<file path="config.mk">
export PLATFORM = sky130hd
export DESIGN_NAME = mem_stage
export DESIGN_NICKNAME = d
export VERILOG_FILES = /design/src/rtl/mem_stage.sv
export SDC_FILE = /design/constraint.sdc
export NUM_CORES = 1
export LEC_CHECK = 0
export CORE_MARGIN = 5
export CORE_UTILIZATION = 35
export DETAILED_ROUTE_END_ITERATION = 7
export GPL_TIMING_DRIVEN = 0
export PLACE_DENSITY = 0.81
export RECOVER_POWER = 100
export SYNTH_ARGS = -nofsm -noshare
export SYNTH_HDL_FRONTEND = slang
export SYNTH_SLANG_ARGS = --single-unit
</file>
<file path="constraint.sdc">
create_clock -name clk -period 2.84 [get_ports clk]
set_input_delay 0.71 -clock clk [delete_from_list [all_inputs] [get_ports clk]]
set_output_delay 0.71 -clock clk [all_outputs]
set_load 0.02 [all_outputs]
</file>
<file path="src/rtl/mem_stage.sv">
// mem_stage: memory-access stage of the 5-stage in-order pipeline.
// Issues byte/half/word loads and stores on a req/ack data port.
// Stalls upstream stages while an access is outstanding.
// Holds the MEM/WB pipeline register that feeds writeback.
module mem_stage #(
    parameter int unsigned WAIT_MAX = 16
) (
    input  logic        clk,
    input  logic        rst,
    input  logic        validm,
    input  logic        regWrtm,
    input  logic        memWrtm,
    input  logic [1:0]  rsltSrcm,
    input  logic [2:0]  funct3m,
    input  logic [4:0]  rdm,
    input  logic [31:0] aluRsltm,
    input  logic [31:0] wrtDm,
    input  logic [31:0] pc4m,
    output logic        dReq,
    output logic        dWe,
    output logic [31:0] dAddr,
    output logic [3:0]  dBe,
    output logic [31:0] dWData,
    input  logic [31:0] dRData,
    input  logic        dAck,
    output logic        stallM,
    output logic        regWrtw,
    output logic [1:0]  rsltSrcw,
    output logic [4:0]  rdw,
    output logic [31:0] aluRsltw,
    output logic [31:0] rdDw,
    output logic [31:0] pc4w,
    output logic [1:0]  excw
);

    typedef enum logic {S_IDLE, S_WAIT} state_t;

    localparam logic [7:0] WAIT_LAST = 8'(WAIT_MAX - 1);

    state_t      state_q, state_d;
    logic [7:0]  waitCnt_q, waitCnt_d;

    logic        regWrtw_q;
    logic [1:0]  rsltSrcw_q;
    logic [4:0]  rdw_q;
    logic [31:0] aluRsltw_q;
    logic [31:0] rdDw_q;
    logic [31:0] pc4w_q;
    logic [1:0]  excw_q;

    logic [1:0]  a;
    logic        is_byte, is_half, is_word;
    logic        access, misal, timeout;
    logic [7:0]  byte_sel;
    logic [15:0] half_sel;
    logic [31:0] load_ext;

    assign a       = aluRsltm[1:0];
    assign is_byte = (funct3m[1:0] == 2'b00);
    assign is_half = (funct3m[1:0] == 2'b01);
    assign is_word = !is_byte && !is_half;

    assign access = validm && (memWrtm || (rsltSrcm == 2'b01));
    assign misal  = access && ((is_half && a[0]) || (is_word && (a != 2'b00)));

    // The state term covers every encoding; it is kept so the request is tied to the FSM.
    assign dReq    = !rst && access && !misal && (state_q == S_IDLE || state_q == S_WAIT);
    // A same-cycle acknowledge takes precedence over the timeout.
    assign timeout = dReq && !dAck && (state_q == S_WAIT) && (waitCnt_q == WAIT_LAST);
    assign stallM  = dReq && !dAck && !timeout;

    assign dWe   = memWrtm;
    assign dAddr = {aluRsltm[31:2], 2'b00};

    // Byte enables and lane-replicated store data from access size and offset.
    always_comb begin
        dBe    = 4'b1111;
        dWData = wrtDm;
        if (is_byte) begin
            dBe    = 4'b0001 << a;
            dWData = {4{wrtDm[7:0]}};
        end else if (is_half) begin
            dBe    = 4'b0011 << a;
            dWData = {2{wrtDm[15:0]}};
        end
    end

    // Select the addressed lane of the read data and sign/zero extend it.
    always_comb begin
        byte_sel = dRData[7:0];
        case (a)
            2'b00: byte_sel = dRData[7:0];
            2'b01: byte_sel = dRData[15:8];
            2'b10: byte_sel = dRData[23:16];
            2'b11: byte_sel = dRData[31:24];
            default: byte_sel = dRData[7:0];
        endcase
        half_sel = a[1] ? dRData[31:16] : dRData[15:0];
        case (funct3m)
            3'b000:  load_ext = {{24{byte_sel[7]}}, byte_sel};
            3'b001:  load_ext = {{16{half_sel[15]}}, half_sel};
            3'b100:  load_ext = {24'd0, byte_sel};
            3'b101:  load_ext = {16'd0, half_sel};
            default: load_ext = dRData;
        endcase
    end

    // Next state of the access FSM and its wait counter.
    always_comb begin
        state_d   = state_q;
        waitCnt_d = waitCnt_q;
        case (state_q)
            S_IDLE: begin
                waitCnt_d = '0;
                if (dReq && !dAck) state_d = S_WAIT;
            end
            S_WAIT: begin
                if (!dReq || dAck || timeout) begin
                    state_d   = S_IDLE;
                    waitCnt_d = '0;
                end else begin
                    waitCnt_d = waitCnt_q + 8'd1;
                end
            end
            default: begin
                state_d   = S_IDLE;
                waitCnt_d = '0;
            end
        endcase
    end

    // FSM state plus the MEM/WB register, with bubble/exception insertion.
    always_ff @(posedge clk) begin
        if (rst) begin
            state_q    <= S_IDLE;
            waitCnt_q  <= '0;
            regWrtw_q  <= 1'b0;
            rsltSrcw_q <= '0;
            rdw_q      <= '0;
            aluRsltw_q <= '0;
            rdDw_q     <= '0;
            pc4w_q     <= '0;
            excw_q     <= '0;
        end else begin
            state_q   <= state_d;
            waitCnt_q <= waitCnt_d;
            if (stallM) begin
                regWrtw_q <= 1'b0;
                excw_q    <= 2'b00;
            end else if (timeout) begin
                regWrtw_q <= 1'b0;
                excw_q    <= 2'b10;
            end else if (misal) begin
                regWrtw_q <= 1'b0;
                excw_q    <= 2'b01;
            end else if (!validm) begin
                regWrtw_q <= 1'b0;
                excw_q    <= 2'b00;
            end else begin
                regWrtw_q  <= regWrtm;
                rsltSrcw_q <= rsltSrcm;
                rdw_q      <= rdm;
                aluRsltw_q <= aluRsltm;
                rdDw_q     <= load_ext;
                pc4w_q     <= pc4m;
                excw_q     <= 2'b00;
            end
        end
    end

    assign regWrtw  = regWrtw_q;
    assign rsltSrcw = rsltSrcw_q;
    assign rdw      = rdw_q;
    assign aluRsltw = aluRsltw_q;
    assign rdDw     = rdDw_q;
    assign pc4w     = pc4w_q;
    assign excw     = excw_q;

endmodule
</file>
# After elaboration in Yosys (flattened, before gate mapping)
# Cells that the tools add are included.
[word_totals]
register_bits = 115
in_bits = 144
output_inout_bits = 177
[classes]
add_sub_neg = 1
n_eq_ne = 9
n_shift = 2
n_mux = 14
n_bitwise = 5
n_reduce_logical = 30
[op_table]
columns = ["operator", "count"]
rows = [
  ["$pmux W32 S4", 1],
  ["$mux W32", 2],
  ["$pmux W8 S4", 1],
  ["$mux W16", 1],
  ["$pmux W8 S2", 1],
  ["$logic_and A1 B1 Y1", 11],
  ["$add A8 B1 Y8 const B", 1],
  ["$eq A8 B4 Y1 const B", 1],
  ["$mux W4", 2],
  ["$mux W8", 1],
  ["$logic_not A1 Y1", 7],
  ["$eq A2 B1 Y1 const B", 3],
  ["$eq A3 B3 Y1 const B", 2],
  ["$not A1 Y1", 5],
  ["$reduce_or A5 Y1", 1],
  ["$eq A2 B2 Y1 const B", 2],
  ["$logic_not A2 Y1", 2],
  ["$logic_or A1 B1 Y1", 4],
  ["$reduce_and A4 Y1", 1],
  ["$shl A1 B2 Y4 const A", 1],
  ["$shl A2 B2 Y4 const A", 1],
  ["$eq A3 B1 Y1 const B", 1],
  ["$logic_not A3 Y1", 1],
  ["$mux W1", 3],
  ["5 further kinds", 5],
]

# Longest topological paths before layout
# Gate-level depths: netlist of run 1.
[depth]
word_depth = 15
mapped_depth = 8
mapped_depth_nobuf = 7

# Worst setup path after synthesis of run 1
# OpenSTA, ideal clock, no wires.
[synth_timing]
kind = "input -> output"
from = "in aluRsltm[1]"
to = "out stallM"
t_arrival_ps = 2341
t_required_ps = 2130
path_slack_ps = -211
cell_stages = 5
path_buffers = 0
path_cell_list = "clkinv_1 -> ha_1 -> and2b_1 -> or4_4 -> nor3b_1"
[synth_via]
elab_chain_cells = 11
[synth_lines]
columns = ["item", "line_no", "text"]
rows = [
  ["start: declaration", "16", "input logic [31:0] aluRsltm,"],
  ["$reduce_bool A2 Y1 (*)", "64", "assign misal = access && ((is_half && a[0]) || (is_word && (a != 2'b00)));"],
  ["$logic_and A1 B1 Y1 (*)", "64", ""],
  ["$logic_or A1 B1 Y1 (*)", "64", ""],
  ["$logic_and A1 B1 Y1 (*)", "64", ""],
  ["$logic_not A1 Y1 (*)", "67", "assign dReq = !rst && access && !misal && (state_q == S_IDLE || state_q == S_WAIT);"],
  ["$logic_and A1 B1 Y1 (*)", "67", ""],
  ["$logic_and A1 B1 Y1 (*)", "69, 70", ""],
  ["$logic_and A1 B1 Y1 (2 in a row)", "69", "assign timeout = dReq && !dAck && (state_q == S_WAIT) && (waitCnt_q == WAIT_LAST);"],
  ["$logic_not A1 Y1", "70", "assign stallM = dReq && !dAck && !timeout;"],
  ["$logic_and A1 B1 Y1 (*)", "70", ""],
  ["end: declaration", "26", "output logic stallM,"],
]
# Every way passes the cells marked *; elsewhere a longest branch is shown, timed or not.

# Final worst setup path of run 1
[layout_timing]
from = "in aluRsltm[0]"
to = "out stallM"
[layout_via]
elab_chain_cells = 11
elab_cells_between_ends = 12
[layout_lines]
columns = ["item", "line_no"]
rows = [
  ["$reduce_bool A2 Y1", "64"],
  ["$logic_and A1 B1 Y1", "64"],
  ["$logic_or A1 B1 Y1 (*)", "64"],
  ["$logic_and A1 B1 Y1 (*)", "64"],
  ["$logic_not A1 Y1 (*)", "67"],
  ["$logic_and A1 B1 Y1 (*)", "67"],
  ["$logic_and A1 B1 Y1 (*)", "69, 70"],
  ["$logic_and A1 B1 Y1 (2 in a row)", "69"],
  ["$logic_not A1 Y1", "70"],
  ["$logic_and A1 B1 Y1 (*)", "70"],
]
# Marked as above.

==> results.sh, run 1 <==
export IMPL_fmax_ghz=0.355
export IMPL_numCtsBuffers=17
export IMPL_dpl_hpwl_mm=18.5
export IMPL_htree_levels=4
export IMPL_yosysMostFrequentCell="dfxtp_1"
export IMPL_postLayoutCoreUtil_pct=62.1
export IMPL_dr_pass1_iters=7
export IMPL_drive_gt1_share_pct=14.1
export IMPL_outcome="completed"
export IMPL_synth_edf_count=0
export IMPL_sequentialPowerShare_pct=34.2
export IMPL_setup_viol=0
export IMPL_relSlewSlack_pct=37.8
export IMPL_start_util_pct=35.8
export IMPL_root_buffer="clkbuf_16"
export IMPL_final_cell_area_mm2=0.00990
export IMPL_area_growth_pct=73.6
export IMPL_grt_pass1_wl_mm=36.2
export IMPL_crit_arrival_ns=2.11
export IMPL_grt_pass1_vias=6614
export IMPL_r2r_start="waitCnt_q[0]"
export IMPL_p_sw_uw=1530
export IMPL_cts_hold_buf=0
export IMPL_grt_setup_unrepaired="true"
export IMPL_maxSlewViolCount=0
export IMPL_clock_latency_ns=0.42
export IMPL_finalSetupTns_ns=0
export IMPL_power_leakage_uw=0.00372
export IMPL_nets=1180
export IMPL_viasPerCell=5.25
export IMPL_grt_max_degree=17
export IMPL_ys_async_sr_fraction_pct=0
export IMPL_synth_cell_type_count=49
export IMPL_hold_path_class="flip-flop to flip-flop"
export IMPL_die_x_um=138
export IMPL_routabilityCongestion=0.890
export IMPL_antenna_cells=0
export IMPL_fp_dieH_um=138
export IMPL_ioPinCount=321
export IMPL_power_density_mw_per_mm2=522
export IMPL_comb_power_share_pct=25.9
export IMPL_min_from="waitCnt_q[0]"
export IMPL_place_area_mm2=0.00916
export IMPL_ys_ff_latch=115
export IMPL_switching_share_pct=29.6
export IMPL_rows=46
export IMPL_drtIter0Drc=368
export IMPL_timing_final_crit_share_pct=99.3
export IMPL_cp_startpoint="aluRsltm[0]"
export IMPL_ir_worst_vdd_mv=0.416
export IMPL_start_kind="input pin"
export IMPL_holdWs_ns=0.451
export IMPL_syn_avg_cell_area_um2=8.38
export IMPL_finalClockSkew_ns=0.00444
export IMPL_synth_cells=680
export IMPL_synthTopCellsByArea="dfxtp_1 40%, a21oi_1 8.0%, o21ai_0 6.9%, nand3_1 6.7%, buf_4 5.8%"
export IMPL_critPathKind="input pin to output port"
export IMPL_fin_crit_ns=2.82
export IMPL_cp_max_fo=5
export IMPL_synthesis_area_mm2=0.00570
export IMPL_grt_ovfl_total=0
export IMPL_port_buffers=317
export IMPL_p_total_uw=5170
export IMPL_p_int_uw=3640
export IMPL_synthTopCellsByCount="115 x dfxtp_1, 91 x a21oi_1, 79 x o21ai_0"
export IMPL_ys_seq_area_share_pct=40.4
export IMPL_cts_tree="done"
export IMPL_wl_mm=24.5
export IMPL_crit_required_ns=2.13
export IMPL_hold_viol=0
export IMPL_maxCapViolations=0
export IMPL_path_clk_slew_ns=0.05
export IMPL_grtUsageTotal_pct=24.8
export IMPL_synth_top_area_cell="dfxtp_1"
export IMPL_clock_sinks=115
export IMPL_worstMarginPinSlew_ns=0.927
export IMPL_netlist_area_leader_share_pct=40.4
export IMPL_ant_nets=0
export IMPL_wl_per_cell_um=19.5
export IMPL_vias=6616
export IMPL_die_area_mm2=0.0189
export IMPL_synth_flop_cell="dfxtp_1"
export IMPL_endpoint_kind="output port"
export IMPL_clock_path_buffers=2
export IMPL_drc=0
export IMPL_pwr_share_clk_pct=40.0
export IMPL_yosysWarnings=0
export IMPL_antenna_found_initial=0
export IMPL_core_area_mm2=0.0159
## repair_timing
action,in CTS,in global routing
endpoints found under the setup margin,134,10
buffers inserted,8,6
pin swaps,4,4
resized for setup,97,15
## power by group through the flow
stage               clock [µW]  combinational [µW]  sequential, µW
floorplan                    0                 510            1910
global placement             0                1320            1790
detailed placement           0                1330            1800
CTS                       2090                1330            1770
global route              2170                1430            1780
finish                    2070                1340            1770
## logic make-up (layout without fill, tap and decap cells)
logic type / after synthesis / after routing / share of synthesized area, %
AOI/OAI and AO/OA: 257 / 257 / 27.9
muxes: 25 / 25 / 4.74
and+or+nand+nor: 146 / 146 / 13.2
xor gates and xnor gates: 6 / 6 / 0.922
adders and majority gates: 6 / 6 / 1.32
buffers and inverters: 124 / 486 / 11.4
other: 1 / 2 / 0.0658
DFF: 115 / 115 / 40.4
## path summary, 6_finish.rpt
kind	to	slack [ns]	cells past startpoint
max	stallM	0.02	7
min	waitCnt_q[0]	0.45	1
max reg2reg	waitCnt_q[7]	1.43	5
min reg2reg	waitCnt_q[0]	0.45	1
## layout make-up
cell class              instances  area [µm²]
fillers                      1415        6040
repair buffers                331        3250
multi-input cells             442        2790
flip-flops and latches        115        2300
plain buffers                 107         627
clock buffers                  18         429
well taps                     216         270
clock inverters                14         140
inverters                      16        85.1
## placed cells by master, fill, tap and decap left out, types with 7 or more instances in the layout
master	Yosys	layout
clkdlybuf4s50_1	0	279
dfxtp_1	115	115
a21oi_1	91	91
o21ai_0	79	79
nand3_1	76	76
buf_4	44	60
clkbuf_1	51	46
nand2_1	26	26
dlygate4sd2_1	0	25
clkbuf_16	0	17
mux2_2	16	16
a311oi_1	16	16
a22oi_1	15	15
inv_1	15	14
o22ai_1	14	14
nor2_1	14	12
buf_2	10	10
a211oi_1	10	10
mux2i_1	9	9
nand2b_1	8	8
a22o_1	8	8
a221oi_1	8	8
a2bb2oi_1	7	7
## per-stage QoR
| stage | instances | setup WS [ns] |
|---|---|---|
| final | 1259 | 0.0200 |
| after global routing | 1259 | -0.0453 |
| after floorplan | 681 | 0.0252 |
| after global placement | 1214 | -1.42 |
| after CTS | 1253 | -0.0875 |
| after detailed placement | 1214 | -1.41 |
## state kept, by name (all words and copies together) (netlist names)
register,flops
excw,2
pc4w,32
state_q,1
rdw,5
regWrtw,1
rsltSrcw,2
waitCnt_q,8
rdDw,32
aluRsltw,32
## worst max-delay path: stages
cell      delay, ns
buf_12         0.12
clkinv_8       0.04
ha_4           0.11
and2b_2        0.22
or4_4          0.58
nor3b_4        0.19
buf_6          0.14
## routing by layer
metal | track usage (%) | share of wire [%]
met5 | 0 | 0
met4 | 10.5 | 3.5
met3 | 9.39 | 11
met2 | 44.1 | 50
met1 | 26.2 | 36
(Power assumes the default switching activity.)
==> inputs of run 2 (changes only) <==
--- a/config.mk
+++ b/config.mk
@@ -8,7 +8,7 @@
 export CORE_MARGIN = 5
 export CORE_UTILIZATION = 35
 export DETAILED_ROUTE_END_ITERATION = 7
-export GPL_TIMING_DRIVEN = 0
+export HOLD_SLACK_MARGIN = 0.12
 export PLACE_DENSITY = 0.81
 export RECOVER_POWER = 100
 export SYNTH_ARGS = -nofsm -noshare
==> run 2 against run 1 <==
Compared with the run above: the flow now finishes with violations (setup timing); sequential share of layout area up 1.0 points; hold slack better by 0.0028 ns; critical path depth down 4; clock-buffer cell count up 2; clock power about the same; non-clock buffer count down 75; global-route usage down 2.5 points; register-to-register slack worse by 0.24 ns; design area down 4.3%; die area unchanged; setup slack worse by 0.024 ns; critical path type unchanged; largest cell class unchanged.
==> results.sh, run 2 (synthesis gave the netlist of run 1 again) <==
export IMPL_outcome="complete, but fails checks"
export IMPL_violations="setup timing"
export IMPL_grtUsageTotal_pct=22.3
export IMPL_start_kind="input pin"
export IMPL_critical_path_endpoint="dWData[21]"
export IMPL_dpl_hpwl_mm=16.4
export IMPL_crit_arrival_ns=2.13
export IMPL_clock_latency_ns=0.41
export IMPL_setup_viol=1
export IMPL_worstMarginPinSlew_ns=0.715
export IMPL_power_density_mw_per_mm2=537
export IMPL_r2r_end="waitCnt_q[7]"
export IMPL_hold_path_class="flip-flop to flip-flop"
export IMPL_ir_worst_vdd_mv=0.391
export IMPL_rows=46
export IMPL_switching_share_pct=28.8
export IMPL_dr_pass1_iters=5
export IMPL_fp_dieH_um=138
export IMPL_pwr_share_clk_pct=41.4
export IMPL_die_x_um=138
export IMPL_ioPinCount=321
export IMPL_die_area_mm2=0.0189
export IMPL_p_int_uw=3620
export IMPL_root_buffer="clkbuf_16"
export IMPL_comb_power_share_pct=24.1
export IMPL_finalClockSkew_ns=0.00630
export IMPL_place_area_mm2=0.00894
export IMPL_routabilityCongestion=0.876
export IMPL_clock_sinks=115
export IMPL_grt_pass1_vias=6227
export IMPL_ant_nets=0
export IMPL_r2r_start="waitCnt_q[0]"
export IMPL_fmax_ghz=0.352
export IMPL_grt_setup_unrepaired="true"
export IMPL_htree_levels=4
export IMPL_r2r_cells=6
export IMPL_antenna_found_initial=0
export IMPL_maxSlewViolCount=0
export IMPL_grt_ovfl_total=0
export IMPL_cts_hold_buf=0
export IMPL_drc=0
export IMPL_timing_final_crit_share_pct=100
export IMPL_layout_setup_ws_ns=-0.00432
export IMPL_p_sw_uw=1470
export IMPL_core_area_mm2=0.0159
export IMPL_viasPerCell=5.32
export IMPL_layout_common_cells="148 x dlygate4sd3_1, 137 x clkdlybuf4s50_1, 115 x dfxtp_1, 91 x a21oi_1, 79 x o21ai_0"
export IMPL_multiInputGateArea_mm2=0.00277
export IMPL_drive_gt1_share_pct=12.2
export IMPL_final_cell_area_mm2=0.00947
export IMPL_start_util_pct=35.8
export IMPL_relSlewSlack_pct=52.3
export IMPL_reg2reg_slack_ns=1.19
export IMPL_cp_max_fo=3
export IMPL_hold_viol=0
export IMPL_path_clk_slew_ns=0.05
export IMPL_fin_crit_ns=2.84
export IMPL_fillCellCount=1389
export IMPL_wl_per_cell_um=18.8
export IMPL_sequentialPowerShare_pct=34.6
export IMPL_finalSetupTns_ns=-0.00432
export IMPL_antenna_cells=0
export IMPL_placed_cells=1149
export IMPL_drtIter0Drc=321
export IMPL_numCtsBuffers=17
export IMPL_port_buffers=318
export IMPL_crit_required_ns=2.13
export IMPL_wl_mm=22.2
export IMPL_fin_cells=1184
export IMPL_register_area_mm2=0.00230
export IMPL_vias=6296
export IMPL_grt_max_degree=72
export IMPL_mostFrequentLayoutCell="dlygate4sd3_1"
export IMPL_clock_path_buffers=2
export IMPL_cp_startpoint="wrtDm[5]"
export IMPL_grt_pass1_wl_mm=32.9
export IMPL_critPathKind="input pin to output port"
export IMPL_area_growth_pct=66.2
export IMPL_cts_tree="done"
export IMPL_p_total_uw=5090
export IMPL_power_leakage_uw=0.00383
export IMPL_endpoint_kind="output port"
export IMPL_nets=1105
export IMPL_maxCapViolations=0
-- run 2: what timing repair did --
item                                    CTS  global route
pin swaps                                 1             3
buffers inserted                          2             1
resized for setup                        53            23
endpoints found under the setup margin   30            20
-- run 2: critical path, cell delays in order --
cell,delay [ns]
dlygate4sd3_1,0.60
mux2_2,0.28
clkdlybuf4s50_1,0.54
-- run 2: cell type report --
| type | instances | share of cell area (%) |
|---|---|---|
| clock buffers | 20 | 4.82 |
| clock inverters | 12 | 1.37 |
| inverters | 16 | 0.647 |
| multi-input cells | 442 | 29.2 |
| flip-flops and latches | 115 | 24.3 |
| well taps | 216 | 2.85 |
| repair buffers | 363 | 36.8 |
-- run 2: metrics by stage --
step | hold WS (ns) | setup slack, ns | util (%)
floorplan | 0.413 | 0.0252 | -
global placement | 0.427 | -0.818 | 56.1
detailed placement | 0.428 | -0.855 | 56.1
CTS | 0.453 | -0.0919 | 60.0
global route | 0.472 | -0.0244 | 59.4
finish | 0.454 | -0.00432 | 59.4
-- run 2: worst min path at each step --
stage	start	endpoint	slack [ns]	cells after the start
after detailed placement	waitCnt_q[0]	waitCnt_q[0]	0.43	1
after global routing	waitCnt_q[0]	waitCnt_q[0]	0.47	1
after global placement	waitCnt_q[0]	waitCnt_q[0]	0.43	1
after CTS	waitCnt_q[0]	waitCnt_q[0]	0.45	1
after floorplan	waitCnt_q[0]	waitCnt_q[0]	0.41	1
final	waitCnt_q[0]	waitCnt_q[0]	0.45	1
-- run 2: power by group through the flow --
stage	registers [µW]	logic, µW	clock network [µW]
finish	1760	1220	2100
global route	1770	1310	2230
CTS	1760	1300	2150
detailed placement	1800	1300	0
global placement	1790	1290	0
floorplan	1910	510	0
-- run 2: per-layer routing --
metal	vias to the layer above	part of all wire, %	global-route usage (%)
li1	2991	-	-
met1	2938	36	23.2
met2	315	49	39.0
met3	52	11	8.98
met4	0	4.2	10.7
met5	-	0	0
